## config.mk

```make
export PLATFORM = sky130hd
export DESIGN_NAME = imem_boot_loader
export DESIGN_NICKNAME = d
export VERILOG_FILES = /design/src/rtl/imem_boot_loader_pkg.sv /design/src/rtl/imem_boot_loader_byte_packer.sv /design/src/rtl/imem_boot_loader.sv
export SDC_FILE = /design/constraint.sdc
export NUM_CORES = 1
export LEC_CHECK = 0
export CAP_MARGIN = 20
export CORE_ASPECT_RATIO = 1.4
export CORE_MARGIN = 2
export CORE_UTILIZATION = 52
export CTS_BUF_LIST = sky130_fd_sc_hd__clkbuf_2 sky130_fd_sc_hd__clkbuf_4 sky130_fd_sc_hd__clkbuf_8
export DETAILED_ROUTE_END_ITERATION = 8
export PLACE_DENSITY = 0.82
export SYNTH_ARGS = -nofsm -noshare
export SYNTH_HDL_FRONTEND = slang
export SYNTH_SLANG_ARGS = --single-unit
```

## constraint.sdc

```tcl
create_clock -name clk -period 2 [get_ports clk]
set_input_delay 0.3 -clock clk [delete_from_list [all_inputs] [get_ports clk]]
set_output_delay 0.3 -clock clk [all_outputs]
set_load 0.01 [all_outputs]
```

## src/rtl/imem_boot_loader_pkg.sv

```systemverilog
// imem_boot_loader_pkg: shared constants, state encoding and state
// classification helpers for the instruction-memory boot loader.
// Optional feature macro: LOADER_CHECKSUM_EN adds the CKSUM state.
package imem_boot_loader_pkg;

  localparam int unsigned IM_DEPTH = 1024;
  localparam int unsigned ADDR_W   = 10;
  localparam logic [7:0]  MAGIC    = 8'hA5;

  typedef enum logic [2:0] {
    S_WAIT_MAGIC = 3'd0,
    S_LEN_LO     = 3'd1,
    S_LEN_HI     = 3'd2,
    S_DATA       = 3'd3,
`ifdef LOADER_CHECKSUM_EN
    S_CKSUM      = 3'd4,
`endif
    S_RUN        = 3'd5,
    S_ERR        = 3'd6
  } state_t;

  // States in which the loader is willing to take a byte.
  function automatic logic is_rx_state(input state_t s);
    case (s)
      S_WAIT_MAGIC, S_LEN_LO, S_LEN_HI, S_DATA: return 1'b1;
`ifdef LOADER_CHECKSUM_EN
      S_CKSUM:                                  return 1'b1;
`endif
      default:                                  return 1'b0;
    endcase
  endfunction

  // States between the MAGIC byte and the end of the frame.
  function automatic logic is_frame_state(input state_t s);
    case (s)
      S_LEN_LO, S_LEN_HI, S_DATA: return 1'b1;
`ifdef LOADER_CHECKSUM_EN
      S_CKSUM:                    return 1'b1;
`endif
      default:                    return 1'b0;
    endcase
  endfunction

endpackage

```

## src/rtl/imem_boot_loader_byte_packer.sv

```systemverilog
// imem_boot_loader_byte_packer: gathers four bytes into a little-endian word.
// First byte lands in bits [7:0]. word_done/word are combinational so the
// parent can register the write in the cycle after the 4th byte.
module imem_boot_loader_byte_packer (
  input  logic        clk,
  input  logic        resetb,
  input  logic        clear,
  input  logic        byte_valid,
  input  logic [7:0]  byte_data,
  output logic        word_done,
  output logic [31:0] word
);

  logic [1:0]  lane;
  logic [23:0] shift_q;  // the three earlier bytes; the 4th comes straight from byte_data

  assign word_done = byte_valid && (lane == 2'd3);
  assign word      = {byte_data, shift_q};

  // Lane counter and shift assembler; clear drops any partial word.
  always_ff @(posedge clk or negedge resetb) begin
    if (!resetb) begin
      lane    <= 2'd0;
      shift_q <= '0;
    end else if (clear) begin
      lane    <= 2'd0;
    end else if (byte_valid) begin
      // NOTE: non-blocking so lane and shift_q both see pre-edge values.
      lane    <= lane + 2'd1;
      shift_q <= {byte_data, shift_q[23:8]};
    end
  end

endmodule

```

## src/rtl/imem_boot_loader.sv

```systemverilog
// imem_boot_loader: boot-time loader for the RV32I 1024x32 instruction memory.
// Frame: MAGIC, N[7:0], N[15:8], N*4 data bytes (LE words) [, checksum].
// Holds core_resetb low until the frame is written, then releases the core.
// Optional feature macro: LOADER_CHECKSUM_EN (trailing mod-256 sum byte).
module imem_boot_loader
  import imem_boot_loader_pkg::*;
(
  input  logic              clk,
  input  logic              resetb,
  input  logic              rx_valid,
  input  logic [7:0]        rx_data,
  output logic              rx_ready,
  input  logic              load_req,
  output logic              im_we,
  output logic [ADDR_W-1:0] im_waddr,
  output logic [31:0]       im_wdata,
  output logic              core_resetb,
  output logic              busy,
  output logic              err
);

  localparam int unsigned LEN_W = ADDR_W + 1;

`ifdef LOADER_CHECKSUM_EN
  localparam state_t POST_DATA = S_CKSUM;
`else
  localparam state_t POST_DATA = S_RUN;
`endif

  state_t           state, next_state;
  logic             accept, data_accept, last_word;
  logic [7:0]       len_lo;
  logic [15:0]      frame_len;
  logic [LEN_W-1:0] len_words, word_cnt;
  logic             pk_done;
  logic [31:0]      pk_word;
  logic             rx_ready_d, busy_d, err_d, core_resetb_d;

  // A byte offered alongside load_req is never taken.
  assign accept      = rx_valid && rx_ready && !load_req;
  assign data_accept = accept && (state == S_DATA);
  assign frame_len   = {rx_data, len_lo};
  assign last_word   = ((word_cnt + LEN_W'(1)) == len_words);

  imem_boot_loader_byte_packer u_packer (
    .clk        (clk),
    .resetb     (resetb),
    .clear      (load_req),
    .byte_valid (data_accept),
    .byte_data  (rx_data),
    .word_done  (pk_done),
    .word       (pk_word)
  );

`ifdef LOADER_CHECKSUM_EN
  logic [7:0] csum;

  // Running mod-256 sum of the current frame's data bytes.
  always_ff @(posedge clk or negedge resetb) begin
    if (!resetb) begin
      csum <= '0;
    end else if (load_req || (state == S_WAIT_MAGIC)) begin
      csum <= '0;
    end else if (data_accept) begin
      csum <= csum + rx_data;
    end
  end
`endif

  // State register.
  always_ff @(posedge clk or negedge resetb) begin
    if (!resetb) state <= S_WAIT_MAGIC;
    else         state <= next_state;
  end

  // Next state: load_req overrides everything, otherwise advance per accepted byte.
  always_comb begin
    // NOTE: default first so every path assigns next_state and no latch is inferred.
    next_state = state;
    if (load_req) begin
      next_state = S_WAIT_MAGIC;
    end else if (accept) begin
      case (state)
        S_WAIT_MAGIC: if (rx_data == MAGIC) next_state = S_LEN_LO;
        S_LEN_LO:     next_state = S_LEN_HI;
        S_LEN_HI: begin
          if (frame_len == 16'd0)                next_state = POST_DATA;
          else if (frame_len > 16'(IM_DEPTH))    next_state = S_ERR;
          else                                   next_state = S_DATA;
        end
        S_DATA:       if (pk_done && last_word) next_state = POST_DATA;
`ifdef LOADER_CHECKSUM_EN
        S_CKSUM:      next_state = (rx_data == csum) ? S_RUN : S_ERR;
`endif
        default:      next_state = state;
      endcase
    end
  end

  // Output decode from the upcoming state; the core is released one cycle
  // after the final data write, but directly after a checksum or N==0 frame.
  always_comb begin
    rx_ready_d    = is_rx_state(next_state);
    busy_d        = is_frame_state(next_state);
    err_d         = (next_state == S_ERR);
    core_resetb_d = (next_state == S_RUN) && (state != S_DATA);
  end

  // Registered outputs and the IM write port.
  always_ff @(posedge clk or negedge resetb) begin
    if (!resetb) begin
      rx_ready    <= 1'b1;
      busy        <= 1'b0;
      err         <= 1'b0;
      core_resetb <= 1'b0;
      im_we       <= 1'b0;
      im_wdata    <= '0;
    end else begin
      rx_ready    <= rx_ready_d;
      busy        <= busy_d;
      err         <= err_d;
      core_resetb <= core_resetb_d;
      im_we       <= pk_done;
      if (pk_done) im_wdata <= pk_word;
    end
  end

  // Length capture, word counter and write address.
  always_ff @(posedge clk or negedge resetb) begin
    if (!resetb) begin
      im_waddr  <= '0;
      len_lo    <= '0;
      len_words <= '0;
      word_cnt  <= '0;
    end else if (load_req) begin
      im_waddr  <= '0;
      word_cnt  <= '0;
    end else begin
      if (im_we) im_waddr <= im_waddr + ADDR_W'(1);
      if (accept && (state == S_LEN_LO)) len_lo <= rx_data;
      if (accept && (state == S_LEN_HI)) begin
        len_words <= frame_len[LEN_W-1:0];
        word_cnt  <= '0;
      end else if (pk_done) begin
        word_cnt  <= word_cnt + LEN_W'(1);
      end
    end
  end

endmodule

```

==> metrics.txt, run 1 <==
# TYPE chip_impl_metric gauge
chip_impl_metric{name="route.detailed.drc",unit=""} 0
chip_impl_metric{name="timing.critical_path.required",unit="ns"} 2.27
chip_impl_metric{name="ant_nets",unit=""} 0
chip_impl_metric{name="antenna_found_initial",unit=""} 0
chip_impl_metric{name="numPortBuffers",unit=""} 58
chip_impl_metric{name="count_of_cells_along_the_worst_hold_path",unit=""} 3
chip_impl_info{name="end_kind",value="flip-flop"} 1
chip_impl_metric{name="r2r_setup_slack",unit="ns"} -0.08
chip_impl_metric{name="first_pass_grt_wire_length",unit="um"} 18620
chip_impl_metric{name="antenna_cells",unit=""} 0
chip_impl_metric{name="setup_ws",unit="ns"} -0.08483
chip_impl_info{name="largest_cells_by_area_after_synthesis",value="dfrtp_1 (57%), mux2_2 (10%), nand2_1 (9.5%)"} 1
chip_impl_metric{name="cellLeakagePower",unit="nW"} 2.917
chip_impl_info{name="crit_type",value="reg -> reg"} 1
chip_impl_info{name="status",value="finished, violations left"} 1
chip_impl_metric{name="synth_enable_flop_cells",unit=""} 0
chip_impl_metric{name="die_w",unit="um"} 83.89
chip_impl_metric{name="fin_setup_tns",unit="ns"} -0.2770
chip_impl_info{name="violations",value="negative setup slack"} 1
chip_impl_metric{name="grt.met3_usage",unit="%"} 4.843
chip_impl_metric{name="post_detail_place_hpwl",unit="um"} 7655
chip_impl_metric{name="dp.cells",unit=""} 629
chip_impl_metric{name="vdd_drop_max",unit="mV"} 0.5746
chip_impl_metric{name="grt_start_max_net_pins",unit=""} 39
chip_impl_metric{name="totalWireLength",unit="um"} 11080
chip_impl_metric{name="synth_seq_area_share",unit="%"} 57.12
chip_impl_metric{name="gpl.final_weighted_congestion",unit=""} 0.8780
chip_impl_metric{name="post_synth_inst_count",unit=""} 439
chip_impl_metric{name="clock_insertion_delay_worst_skew",unit="ns"} 0.37
chip_impl_metric{name="worst_endpoint_data_arrival_time",unit="ns"} 2.35
chip_impl_metric{name="setup_viol",unit=""} 5
chip_impl_metric{name="grt.total_usage",unit="%"} 24.14
chip_impl_metric{name="timing.final.hold_violations",unit=""} 0
chip_impl_metric{name="critical_path.n_buffers_inverters",unit=""} 2
chip_impl_metric{name="number_of_clock_buffers_inserted_by_tritoncts",unit=""} 9
chip_impl_metric{name="place_area",unit="um2"} 5658
chip_impl_metric{name="nFillCells",unit=""} 615
chip_impl_metric{name="synth_seq_cells",unit=""} 106
chip_impl_info{name="r2r-end",value="busy"} 1
chip_impl_metric{name="mappedNetlistNets",unit=""} 454
chip_impl_metric{name="crit_fanout",unit=""} 5
chip_impl_metric{name="final_design_area_no_fill",unit="um2"} 6012
chip_impl_info{name="crit_path_start_kind",value="flip-flop"} 1
chip_impl_info{name="tritoncts",value="built"} 1
chip_impl_info{name="rsz_0062_raised_after_global_routing",value="true"} 1
chip_impl_metric{name="tightestPinTransition",unit="ns"} 0.5110
chip_impl_metric{name="cts.reportedPaths.clkPinSlew",unit="ns"} 0.10
chip_impl_info{name="yosysTopAreaCell",value="dfrtp_1"} 1
chip_impl_info{name="synth_ff_type",value="dfrtp_1"} 1
chip_impl_metric{name="grt_overflow",unit=""} 0
chip_impl_info{name="critical_hold_path_startpoint",value="rx_data[3]"} 1
chip_impl_metric{name="remaining_max_slew_budget_at_the_tightest_pin",unit="%"} 65.93
chip_impl_metric{name="synth_largest_type_area_fraction",unit="%"} 56.56
chip_impl_metric{name="reg2regPathDepth",unit=""} 9
chip_impl_metric{name="route.vias.total",unit=""} 3643
chip_impl_metric{name="cts_sinks",unit=""} 106
chip_impl_metric{name="ys.warnings.count",unit=""} 0
chip_impl_info{name="crit-reg2reg-launch",value="word_cnt[0]"} 1
chip_impl_metric{name="global_route.usage.met1",unit="%"} 28.82
chip_impl_metric{name="num-nets-final",unit=""} 554
chip_impl_metric{name="drt-initial-drc-count",unit=""} 252
chip_impl_metric{name="maxCapViolCount",unit=""} 0
chip_impl_info{name="worstPathCellList",value="ha_4 -> buf_6 -> and3_4 -> nand4_1 -> o311ai_4 -> o22ai_2 -> a2bb2oi_2 -> buf_4 -> o211a_1"} 1
chip_impl_info{name="min_path_type",value="in -> reg"} 1
chip_impl_metric{name="detail_route.wl_per_cell",unit="um"} 17.10
chip_impl_info{name="cts-root-buf",value="clkbuf_8"} 1
chip_impl_metric{name="row_count",unit=""} 40
chip_impl_metric{name="boundaryPins",unit=""} 59
chip_impl_metric{name="mappedNetlistArea",unit="um2"} 4646
chip_impl_metric{name="hold_slack_final",unit="ns"} 0.3742
chip_impl_metric{name="ys_async_sr_fraction",unit="%"} 100.0
chip_impl_metric{name="instances_no_fill",unit=""} 648
chip_impl_metric{name="avgSynthCellArea",unit="um2"} 10.58
chip_impl_info{name="synth.most_common_cell",value="nand2_1"} 1
chip_impl_metric{name="die_area",unit="um2"} 9717
chip_impl_info{name="slowest_stage",value="dfrtp_1"} 1
chip_impl_metric{name="critical_path.max_stage_delay",unit="ns"} 0.42
chip_impl_info{name="grt_busiest_layer",value="met2"} 1
chip_impl_metric{name="min_tclk_post_route",unit="ns"} 2.085
chip_impl_info{name="cp_top_family",value="compound AO/OA/AOI/OAI gates"} 1
chip_impl_metric{name="final_worst_clock_skew",unit="ns"} 0.01077
chip_impl_metric{name="max_freq",unit="MHz"} 479.7
chip_impl_metric{name="min_period_over_period",unit="%"} 104.2
chip_impl_metric{name="drive_gt1_share",unit="%"} 24.31
chip_impl_metric{name="die_y",unit="um"} 115.8
chip_impl_metric{name="first_global_vias",unit=""} 3816
chip_impl_metric{name="initial_core_util",unit="%"} 53.66
chip_impl_metric{name="p_per_area",unit="nW/um2"} 654.5
chip_impl_metric{name="groute.layer.met2.usage",unit="%"} 42.77
chip_impl_info{name="worst_hold_path_ep",value="im_wdata[27]"} 1
chip_impl_metric{name="area_delta_synth_final",unit="%"} 29.41
chip_impl_metric{name="timing.final.max_slew_violations",unit=""} 0
chip_impl_metric{name="htree_levels",unit=""} 3
chip_impl_metric{name="first_pass_iters",unit=""} 4
chip_impl_metric{name="clockBufferDepth",unit=""} 2
chip_impl_metric{name="yosys.cell_types.count",unit=""} 49
chip_impl_info{name="synthTopCellsByCount",value="nand2_1 (118), dfrtp_1 (105), mux2_2 (43), nor2_1 (24), o21ai_0 (17)"} 1
chip_impl_metric{name="core-area",unit="um2"} 8658
chip_impl_metric{name="mean_number_of_vias_per_cell",unit=""} 5.622
==> final cells by class <==
type	instances	area [um2]	share of cell area [%]
Clock buffer	10	137.6	2.289
Sequential cell	106	2655	44.16
Inverter	9	33.78	0.5619
Clock inverter	5	62.56	1.041
Multi-Input combinational cell	304	1993	33.15
Timing Repair Buffer	109	998.5	16.61
Tap cell	105	131.4	2.185
==> per-layer routing <==
layer / share of wire (%) / vias up
met5: 0 / -
li1: - / 1702
met3: 4.2 / 22
met4: 2.4 / 0
met2: 53 / 98
met1: 40 / 1821
==> cell usage in the layout, fill, tap and decap left out, types with 2 or more instances in the layout <==
cell type        instances
buf_12                   2
nor2_1                  24
a21oi_1                  6
and4b_1                  2
nor4_1                   4
nor3b_1                  2
ha_1                     2
buf_4                   46
o31a_1                   2
xnor2_1                 11
nor3_1                   3
o21ai_1                  2
clkinvlp_4               2
nand3_1                  5
clkbuf_8                10
o211ai_1                 2
dfrtp_1                104
mux2_2                  43
a2111oi_2                2
or3_4                    2
buf_6                    3
or3_1                    2
o31ai_1                  3
inv_1                    8
nand2_1                118
xor2_1                   9
nand2b_1                 2
nand4_1                  9
and3_4                   2
clkdlybuf4s50_1         56
a31oi_1                  2
a22o_1                   2
o21ai_0                 15
==> kinds of logic after synthesis <==
kind of cell	share of synthesized area (%)
muxes	10.64
and+or+nand+nor	17.94
DFF	57.12
AOI/OAI and AO/OA	7.030
adders and majority gates	0.8081
buffers and inverters	2.505
xor gates and xnor gates	3.959
==> state kept, by name, summed over array words and instances, names as in the netlist, 2 cells and up <==
name,cells
word_cnt,11
len_words,11
state,3
u_packer.lane,2
u_packer.shift_q,24
len_lo,8
im_waddr,10
im_wdata,32
==> metrics by stage <==
step	power (mW)	setup slack [ns]	util (%)
after floorplan	2.397	0.02334	-
after global routing	4.075	-0.1786	69.44
after global placement	2.546	-0.5512	65.35
final	3.935	-0.08483	69.44
after CTS	3.917	-0.1086	68.80
after detailed placement	2.560	-0.5709	65.35
==> where the power goes <==
part	internal, mW	switching (mW)	total, mW
combinational	0.168	0.184	0.353
sequential	2.18	0.0447	2.23
clock	0.613	0.743	1.36
total	2.96	0.972	3.93
==> worst reg2reg max path: stages (launching register included) <==
cell and delay [ns]:
dfrtp_1 0.42, ha_4 0.16, buf_6 0.11, and3_4 0.17, nand4_1 0.15, o311ai_4 0.31
o22ai_2 0.16, a2bb2oi_2 0.21, buf_4 0.16, o211a_1 0.12
==> worst max path at each step <==
stage | start | end | cells after the start
2_1_floorplan | word_cnt[0] | err | 7
3_3_place_gp | rx_data[3] | busy | 7
3_5_place_dp | rx_data[3] | busy | 7
4_1_cts | word_cnt[0] | err | 8
5_1_grt | word_cnt[0] | busy | 9
6_report | word_cnt[0] | busy | 9
==> repair_timing <==
| item | CTS | global route |
|---|---|---|
| buffers inserted | 1 | 2 |
| pin swaps | 9 | 6 |
| resized for setup | 20 | 9 |
| hold buffers | 1 | 0 |
| cloned | 0 | 0 |
| endpoints found under the hold margin | 34 | 0 |
| endpoints found under the setup margin | 6 | 18 |
Note: power is estimated with default switching activity, not from simulation.
==> run 2, diff against run 1 <==
--- a/config.mk
+++ b/config.mk
@@ -12,6 +12,7 @@
 export CTS_BUF_LIST = sky130_fd_sc_hd__clkbuf_2 sky130_fd_sc_hd__clkbuf_4 sky130_fd_sc_hd__clkbuf_8
 export DETAILED_ROUTE_END_ITERATION = 8
 export PLACE_DENSITY = 0.82
+export SKIP_CTS_REPAIR_TIMING = 1
 export SYNTH_ARGS = -nofsm -noshare
 export SYNTH_HDL_FRONTEND = slang
 export SYNTH_SLANG_ARGS = --single-unit
==> metrics.txt, run 2 (synthesized netlist as in run 1, its figures left out) <==
# TYPE chip_impl_metric gauge
chip_impl_info{name="status",value="finished, violations left"} 1
chip_impl_info{name="violations",value="negative setup slack"} 1
chip_impl_metric{name="setup_viol",unit=""} 4
chip_impl_metric{name="area_delta_synth_final",unit="%"} 30.22
chip_impl_metric{name="tightestPinTransition",unit="ns"} 0.5211
chip_impl_metric{name="nFillCells",unit=""} 591
chip_impl_metric{name="number_of_clock_buffers_inserted_by_tritoncts",unit=""} 9
chip_impl_metric{name="vdd_drop_max",unit="mV"} 0.5779
chip_impl_metric{name="combined_flip_flop_and_latch_cell_area",unit="um2"} 2655
chip_impl_metric{name="route.detailed.drc",unit=""} 0
chip_impl_metric{name="cp.depth",unit=""} 6
chip_impl_metric{name="totalWireLength",unit="um"} 11260
chip_impl_metric{name="min_tclk_post_route",unit="ns"} 2.041
chip_impl_metric{name="timing.final.hold_violations",unit=""} 0
chip_impl_metric{name="reg2regPathDepth",unit=""} 6
chip_impl_metric{name="clock_insertion_delay_worst_skew",unit="ns"} 0.37
chip_impl_metric{name="grt_start_max_net_pins",unit=""} 39
chip_impl_metric{name="gpl.final_weighted_congestion",unit=""} 0.8780
chip_impl_metric{name="antenna_cells",unit=""} 0
chip_impl_metric{name="pre_cts_slack",unit="ns"} -0.5709
chip_impl_info{name="cp_top_family",value="compound AO/OA/AOI/OAI gates"} 1
chip_impl_info{name="rsz_0062_raised_after_global_routing",value="true"} 1
chip_impl_metric{name="min_period_over_period",unit="%"} 102.1
chip_impl_metric{name="r2r_setup_slack",unit="ns"} -0.04
chip_impl_info{name="leading_cell_type_in_the_layout_fill_and_taps_excluded",value="nand2_1"} 1
chip_impl_metric{name="num-nets-final",unit=""} 553
chip_impl_metric{name="instances_no_fill",unit=""} 647
chip_impl_metric{name="critical_path.n_buffers_inverters",unit=""} 0
chip_impl_metric{name="ant_nets",unit=""} 0
chip_impl_metric{name="cellLeakagePower",unit="nW"} 2.950
chip_impl_metric{name="initial_core_util",unit="%"} 53.66
chip_impl_info{name="worstPathCellList",value="and4_2 -> nand2_1 -> a2111oi_4 -> nand4_1 -> a2bb2oi_2 -> a2111oi_2"} 1
chip_impl_metric{name="first_global_vias",unit=""} 3752
chip_impl_metric{name="htree_levels",unit=""} 3
chip_impl_metric{name="post_detail_place_hpwl",unit="um"} 7655
chip_impl_metric{name="drive_gt1_share",unit="%"} 25.09
chip_impl_metric{name="cts_sinks",unit=""} 106
chip_impl_info{name="crit_path_start_kind",value="flip-flop"} 1
chip_impl_metric{name="worst_endpoint_data_arrival_time",unit="ns"} 2.31
chip_impl_info{name="largest-register",value="im_wdata"} 1
chip_impl_metric{name="antenna_found_initial",unit=""} 0
chip_impl_metric{name="row_count",unit=""} 40
chip_impl_metric{name="core-area",unit="um2"} 8658
chip_impl_metric{name="die_y",unit="um"} 115.8
chip_impl_info{name="layout_top_registers",value="im_wdata: 32 flops, u_packer.shift_q: 24 flops"} 1
chip_impl_metric{name="timing.critical_path.required",unit="ns"} 2.27
chip_impl_metric{name="largest_register_ff_count",unit=""} 32
chip_impl_metric{name="setup_ws",unit="ns"} -0.04135
chip_impl_metric{name="dp.cells",unit=""} 629
chip_impl_info{name="end_kind",value="flip-flop"} 1
chip_impl_metric{name="clockBufferDepth",unit=""} 2
chip_impl_metric{name="first_pass_grt_wire_length",unit="um"} 18000
chip_impl_info{name="slowest_stage",value="dfrtp_2"} 1
chip_impl_metric{name="numPortBuffers",unit=""} 58
chip_impl_metric{name="grt.total_usage",unit="%"} 23.36
chip_impl_metric{name="detail_route.wl_per_cell",unit="um"} 17.40
chip_impl_metric{name="die_w",unit="um"} 83.89
chip_impl_metric{name="boundaryPins",unit=""} 59
chip_impl_metric{name="count_of_cells_along_the_worst_hold_path",unit=""} 3
chip_impl_info{name="layout_common_cells",value="nand2_1 (117), dfrtp_1 (104), clkdlybuf4s50_1 (54)"} 1
chip_impl_metric{name="first_pass_iters",unit=""} 5
chip_impl_metric{name="maxCapViolCount",unit=""} 0
chip_impl_metric{name="grt_overflow",unit=""} 0
chip_impl_metric{name="drt-initial-drc-count",unit=""} 330
chip_impl_metric{name="mean_number_of_vias_per_cell",unit=""} 5.713
chip_impl_metric{name="route.vias.total",unit=""} 3696
chip_impl_metric{name="p_per_area",unit="nW/um2"} 654.6
chip_impl_metric{name="final_worst_clock_skew",unit="ns"} 0.009785
chip_impl_info{name="tritoncts",value="built"} 1
chip_impl_metric{name="critical_path.max_stage_delay",unit="ns"} 0.48
chip_impl_metric{name="crit_fanout",unit=""} 11
chip_impl_metric{name="multiInputGateArea",unit="um2"} 2041
chip_impl_info{name="cts-root-buf",value="clkbuf_8"} 1
chip_impl_metric{name="timing.final.max_slew_violations",unit=""} 0
chip_impl_metric{name="remaining_max_slew_budget_at_the_tightest_pin",unit="%"} 65.26
chip_impl_metric{name="max_freq",unit="MHz"} 489.9
chip_impl_metric{name="cts.reportedPaths.clkPinSlew",unit="ns"} 0.10
chip_impl_metric{name="die_area",unit="um2"} 9717
chip_impl_info{name="crit_type",value="reg -> reg"} 1
chip_impl_info{name="min_path_type",value="in -> reg"} 1
-- run 2: cell types whose count changed in the layout (fill, tap and decap cells not counted), sizes merged --
| cell | before | now |
|---|---|---|
| buf | 51 | 50 |
| clkdlybuf4s50 | 56 | 54 |
| dlygate4sd2 | 1 | 0 |
| dlymetal6s2s | 0 | 3 |
-- run 2: final cells by class --
class / count / share of cell area (%)
inverters: 9 / 0.5584
clock buffers: 10 / 2.275
multi-input cells: 304 / 33.73
flip-flops and latches: 106 / 43.89
well taps: 105 / 2.172
repair buffers: 108 / 16.34
clock inverters: 5 / 1.034
-- run 2: where the power goes --
part	internal [mW]	switching (mW)
combinational	0.177	0.196
clock	0.613	0.745
sequential	2.18	0.0491
-- run 2: worst register-to-register path: stages (launching register included) --
cell and delay, ns:
dfrtp_2 0.48, and4_2 0.32, nand2_1 0.12, a2111oi_4 0.37, nand4_1 0.23, a2bb2oi_2 0.22, a2111oi_2 0.21
-- run 2: metrics by stage --
stage | setup TNS [ns] | instance area [um2] | hold WS [ns] | total power, mW | util (%)
after floorplan | 0 | 4648 | 0.004409 | 2.397 | -
after global placement | -4.310 | 5658 | 0.3029 | 2.546 | 65.35
after CTS | -0.7957 | 5858 | -0.1017 | 3.888 | 67.66
final | -0.1264 | 6050 | 0.2534 | 3.960 | 69.87
after global routing | -0.9753 | 6050 | 0.2766 | 4.099 | 69.87
after detailed placement | -4.292 | 5658 | 0.3060 | 2.560 | 65.35
-- run 2: path summary, 6_finish.rpt --
| path | startpoint | endpoint |
|---|---|---|
| max in group asynchronous | resetb | rx_ready |
| setup reg to reg | word_cnt[3] | err |
| min in group asynchronous | resetb | im_wdata[24] |
| hold reg to reg | im_wdata[0] | im_wdata[0] |
| setup / recovery | word_cnt[3] | err |
| hold / removal | rx_data[3] | im_wdata[27] |
-- run 2: metal layers --
layer  global-route usage (%)  vias up  part of all wire, %  wire length [um]
li1                         -     1695                    -                 -
met1                    27.94     1850                   40              4453
met2                    41.33      115                   53              5957
met3                    4.558       36                  4.4               499
met4                    10.11        0                  3.1               347
met5                        0        -                    0                 0
==> run 3, diff against run 2 <==
--- a/config.mk
+++ b/config.mk
@@ -13,6 +13,7 @@
 export DETAILED_ROUTE_END_ITERATION = 8
 export PLACE_DENSITY = 0.82
 export SKIP_CTS_REPAIR_TIMING = 1
+export SLEW_MARGIN = 5
 export SYNTH_ARGS = -nofsm -noshare
 export SYNTH_HDL_FRONTEND = slang
 export SYNTH_SLANG_ARGS = --single-unit
==> constraint.sdc (replaced) <==
create_clock -name clk -period 2 [get_ports clk]
set_input_delay 0.4 -clock clk [delete_from_list [all_inputs] [get_ports clk]]
set_output_delay 0.4 -clock clk [all_outputs]
set_load 0.01 [all_outputs]
==> metrics.txt, run 3 (synthesized netlist as in run 1, its figures left out) <==
# TYPE chip_impl_metric gauge
chip_impl_metric{name="instances_no_fill",unit=""} 649
chip_impl_metric{name="worst_endpoint_data_arrival_time",unit="ns"} 2.40
chip_impl_metric{name="initial_core_util",unit="%"} 53.66
chip_impl_metric{name="timing.final.max_slew_violations",unit=""} 0
chip_impl_info{name="cts-root-buf",value="clkbuf_8"} 1
chip_impl_info{name="layout_common_cells",value="nand2_1 (118), dfrtp_1 (105), clkdlybuf4s50_1 (54)"} 1
chip_impl_metric{name="row_count",unit=""} 40
chip_impl_metric{name="grt_overflow",unit=""} 0
chip_impl_info{name="slowest_stage",value="dfrtp_1"} 1
chip_impl_info{name="worstPathCellList",value="ha_4 -> buf_6 -> and3_4 -> nand4_1 -> o311ai_4 -> o22ai_2 -> a2bb2oi_2 -> buf_4 -> a221oi_2"} 1
chip_impl_metric{name="share_of_the_core_filled_with_cells",unit="%"} 69.41
chip_impl_info{name="tritoncts",value="built"} 1
chip_impl_metric{name="totalWireLength",unit="um"} 10720
chip_impl_metric{name="remaining_max_slew_budget_at_the_tightest_pin",unit="%"} 65.83
chip_impl_metric{name="die_y",unit="um"} 115.8
chip_impl_metric{name="final_worst_clock_skew",unit="ns"} 0.009490
chip_impl_metric{name="fin_setup_tns",unit="ns"} -0.2525
chip_impl_metric{name="num-nets-final",unit=""} 554
chip_impl_metric{name="timing.final.hold_violations",unit=""} 0
chip_impl_metric{name="numPortBuffers",unit=""} 58
chip_impl_metric{name="detail_route.wl_per_cell",unit="um"} 16.51
chip_impl_metric{name="first_global_vias",unit=""} 3651
chip_impl_metric{name="max_freq",unit="MHz"} 471.0
chip_impl_metric{name="p_per_area",unit="nW/um2"} 631.6
chip_impl_metric{name="drive_gt1_share",unit="%"} 23.71
chip_impl_metric{name="antenna_cells",unit=""} 0
chip_impl_metric{name="critical_path.max_stage_delay",unit="ns"} 0.41
chip_impl_metric{name="cts.reportedPaths.clkPinSlew",unit="ns"} 0.10
chip_impl_info{name="violations",value="negative setup slack"} 1
chip_impl_metric{name="setup_ws",unit="ns"} -0.1232
chip_impl_metric{name="critical_path.n_buffers_inverters",unit=""} 2
chip_impl_info{name="largest-register",value="im_wdata"} 1
chip_impl_metric{name="grt.total_usage",unit="%"} 22.44
chip_impl_metric{name="min_tclk_post_route",unit="ns"} 2.123
chip_impl_metric{name="area_delta_synth_final",unit="%"} 29.36
chip_impl_metric{name="min_period_over_period",unit="%"} 106.2
chip_impl_metric{name="cts_sinks",unit=""} 106
chip_impl_metric{name="post_detail_place_hpwl",unit="um"} 7458
chip_impl_metric{name="core-area",unit="um2"} 8658
chip_impl_metric{name="timing.critical_path.required",unit="ns"} 2.28
chip_impl_metric{name="boundaryPins",unit=""} 59
chip_impl_metric{name="number_of_clock_buffers_inserted_by_tritoncts",unit=""} 9
chip_impl_info{name="cp_top_family",value="compound AO/OA/AOI/OAI gates"} 1
chip_impl_info{name="rsz_0062_raised_after_global_routing",value="true"} 1
chip_impl_metric{name="first_pass_iters",unit=""} 4
chip_impl_metric{name="clockBufferDepth",unit=""} 2
chip_impl_metric{name="tightestPinTransition",unit="ns"} 0.5089
chip_impl_metric{name="mean_number_of_vias_per_cell",unit=""} 5.616
chip_impl_metric{name="cellLeakagePower",unit="nW"} 2.948
chip_impl_metric{name="final_design_area_no_fill",unit="um2"} 6010
chip_impl_metric{name="crit_fanout",unit=""} 4
chip_impl_metric{name="route.vias.total",unit=""} 3645
chip_impl_metric{name="setup_viol",unit=""} 4
chip_impl_info{name="crit_path_start_kind",value="flip-flop"} 1
chip_impl_metric{name="clock_insertion_delay_worst_skew",unit="ns"} 0.38
chip_impl_info{name="layout_top_registers",value="im_wdata: 32 flops, u_packer.shift_q: 24 flops"} 1
chip_impl_metric{name="antenna_found_initial",unit=""} 0
chip_impl_metric{name="drt-initial-drc-count",unit=""} 204
chip_impl_metric{name="post-layout-total-power",unit="mW"} 3.795
chip_impl_metric{name="place_area",unit="um2"} 5663
chip_impl_metric{name="ant_nets",unit=""} 0
chip_impl_metric{name="die_area",unit="um2"} 9717
chip_impl_info{name="status",value="finished, violations left"} 1
chip_impl_info{name="crit_type",value="reg -> reg"} 1
chip_impl_metric{name="htree_levels",unit=""} 3
chip_impl_metric{name="die_w",unit="um"} 83.89
chip_impl_metric{name="dp.cells",unit=""} 628
chip_impl_metric{name="first_pass_grt_wire_length",unit="um"} 17200
chip_impl_metric{name="largest_register_ff_count",unit=""} 32
chip_impl_metric{name="grt_start_max_net_pins",unit=""} 57
chip_impl_metric{name="maxCapViolCount",unit=""} 0
chip_impl_info{name="leading_cell_type_in_the_layout_fill_and_taps_excluded",value="nand2_1"} 1
chip_impl_metric{name="route.detailed.drc",unit=""} 0
chip_impl_info{name="min_path_type",value="in -> reg"} 1
chip_impl_metric{name="vdd_drop_max",unit="mV"} 0.5871
chip_impl_metric{name="gpl.final_weighted_congestion",unit=""} 0.8905
chip_impl_info{name="end_kind",value="flip-flop"} 1
==> run 3: worst paths after layout <==
kind / from / endpoint / slack [ns] / cells after the start
hold reg to reg: u_packer.shift_q[2] / im_wdata[2] / 0.48 / 2
min in group asynchronous: resetb / im_wdata[24] / 0.46 / 2
max in group asynchronous: resetb / rx_ready / 0.84 / 3
setup / recovery: word_cnt[1] / core_resetb / -0.12 / 9
hold / removal: rx_data[3] / im_wdata[27] / 0.35 / 3
setup reg to reg: word_cnt[1] / core_resetb / -0.12 / 9
==> run 3: metal layers <==
metal	vias to the layer above	track usage (%)	wire [um]
met5	-	0	0
met4	0	10.00	349
met3	29	4.772	434
met2	95	39.89	5646
met1	1817	26.29	4287
li1	1704	-	-
==> run 3: stage by stage <==
stage / setup WS (ns) / hold slack (ns)
3_5_place_dp: -0.6372 / 0.3239
4_1_cts: -0.2828 / -0.08936
5_1_grt: -0.2103 / 0.3657
6_report: -0.1232 / 0.3530
2_1_floorplan: -0.02076 / 0.1044
3_3_place_gp: -0.6232 / 0.3178
==> run 3: worst reg2reg max path: stages, from the launching register on <==
cell and delay [ns]:
dfrtp_1 0.41, ha_4 0.16, buf_6 0.09, and3_4 0.17
nand4_1 0.17, o311ai_4 0.38, o22ai_2 0.13, a2bb2oi_2 0.16
buf_4 0.16, a221oi_2 0.19
==> run 3: layout make-up <==
type / count / area, um2
clock inverters: 7 / 51.30
well taps: 105 / 131.4
inverters: 9 / 33.78
flip-flops and latches: 106 / 2654
clock buffers: 9 / 123.9
repair buffers: 109 / 1012
fillers: 611 / 2649
multi-input cells: 304 / 2003
==> run 3: power by group <==
group,internal (mW),total [mW],switching [mW]
sequential,2.18,2.23,0.0480
clock,0.459,1.20,0.745
combinational,0.173,0.362,0.188
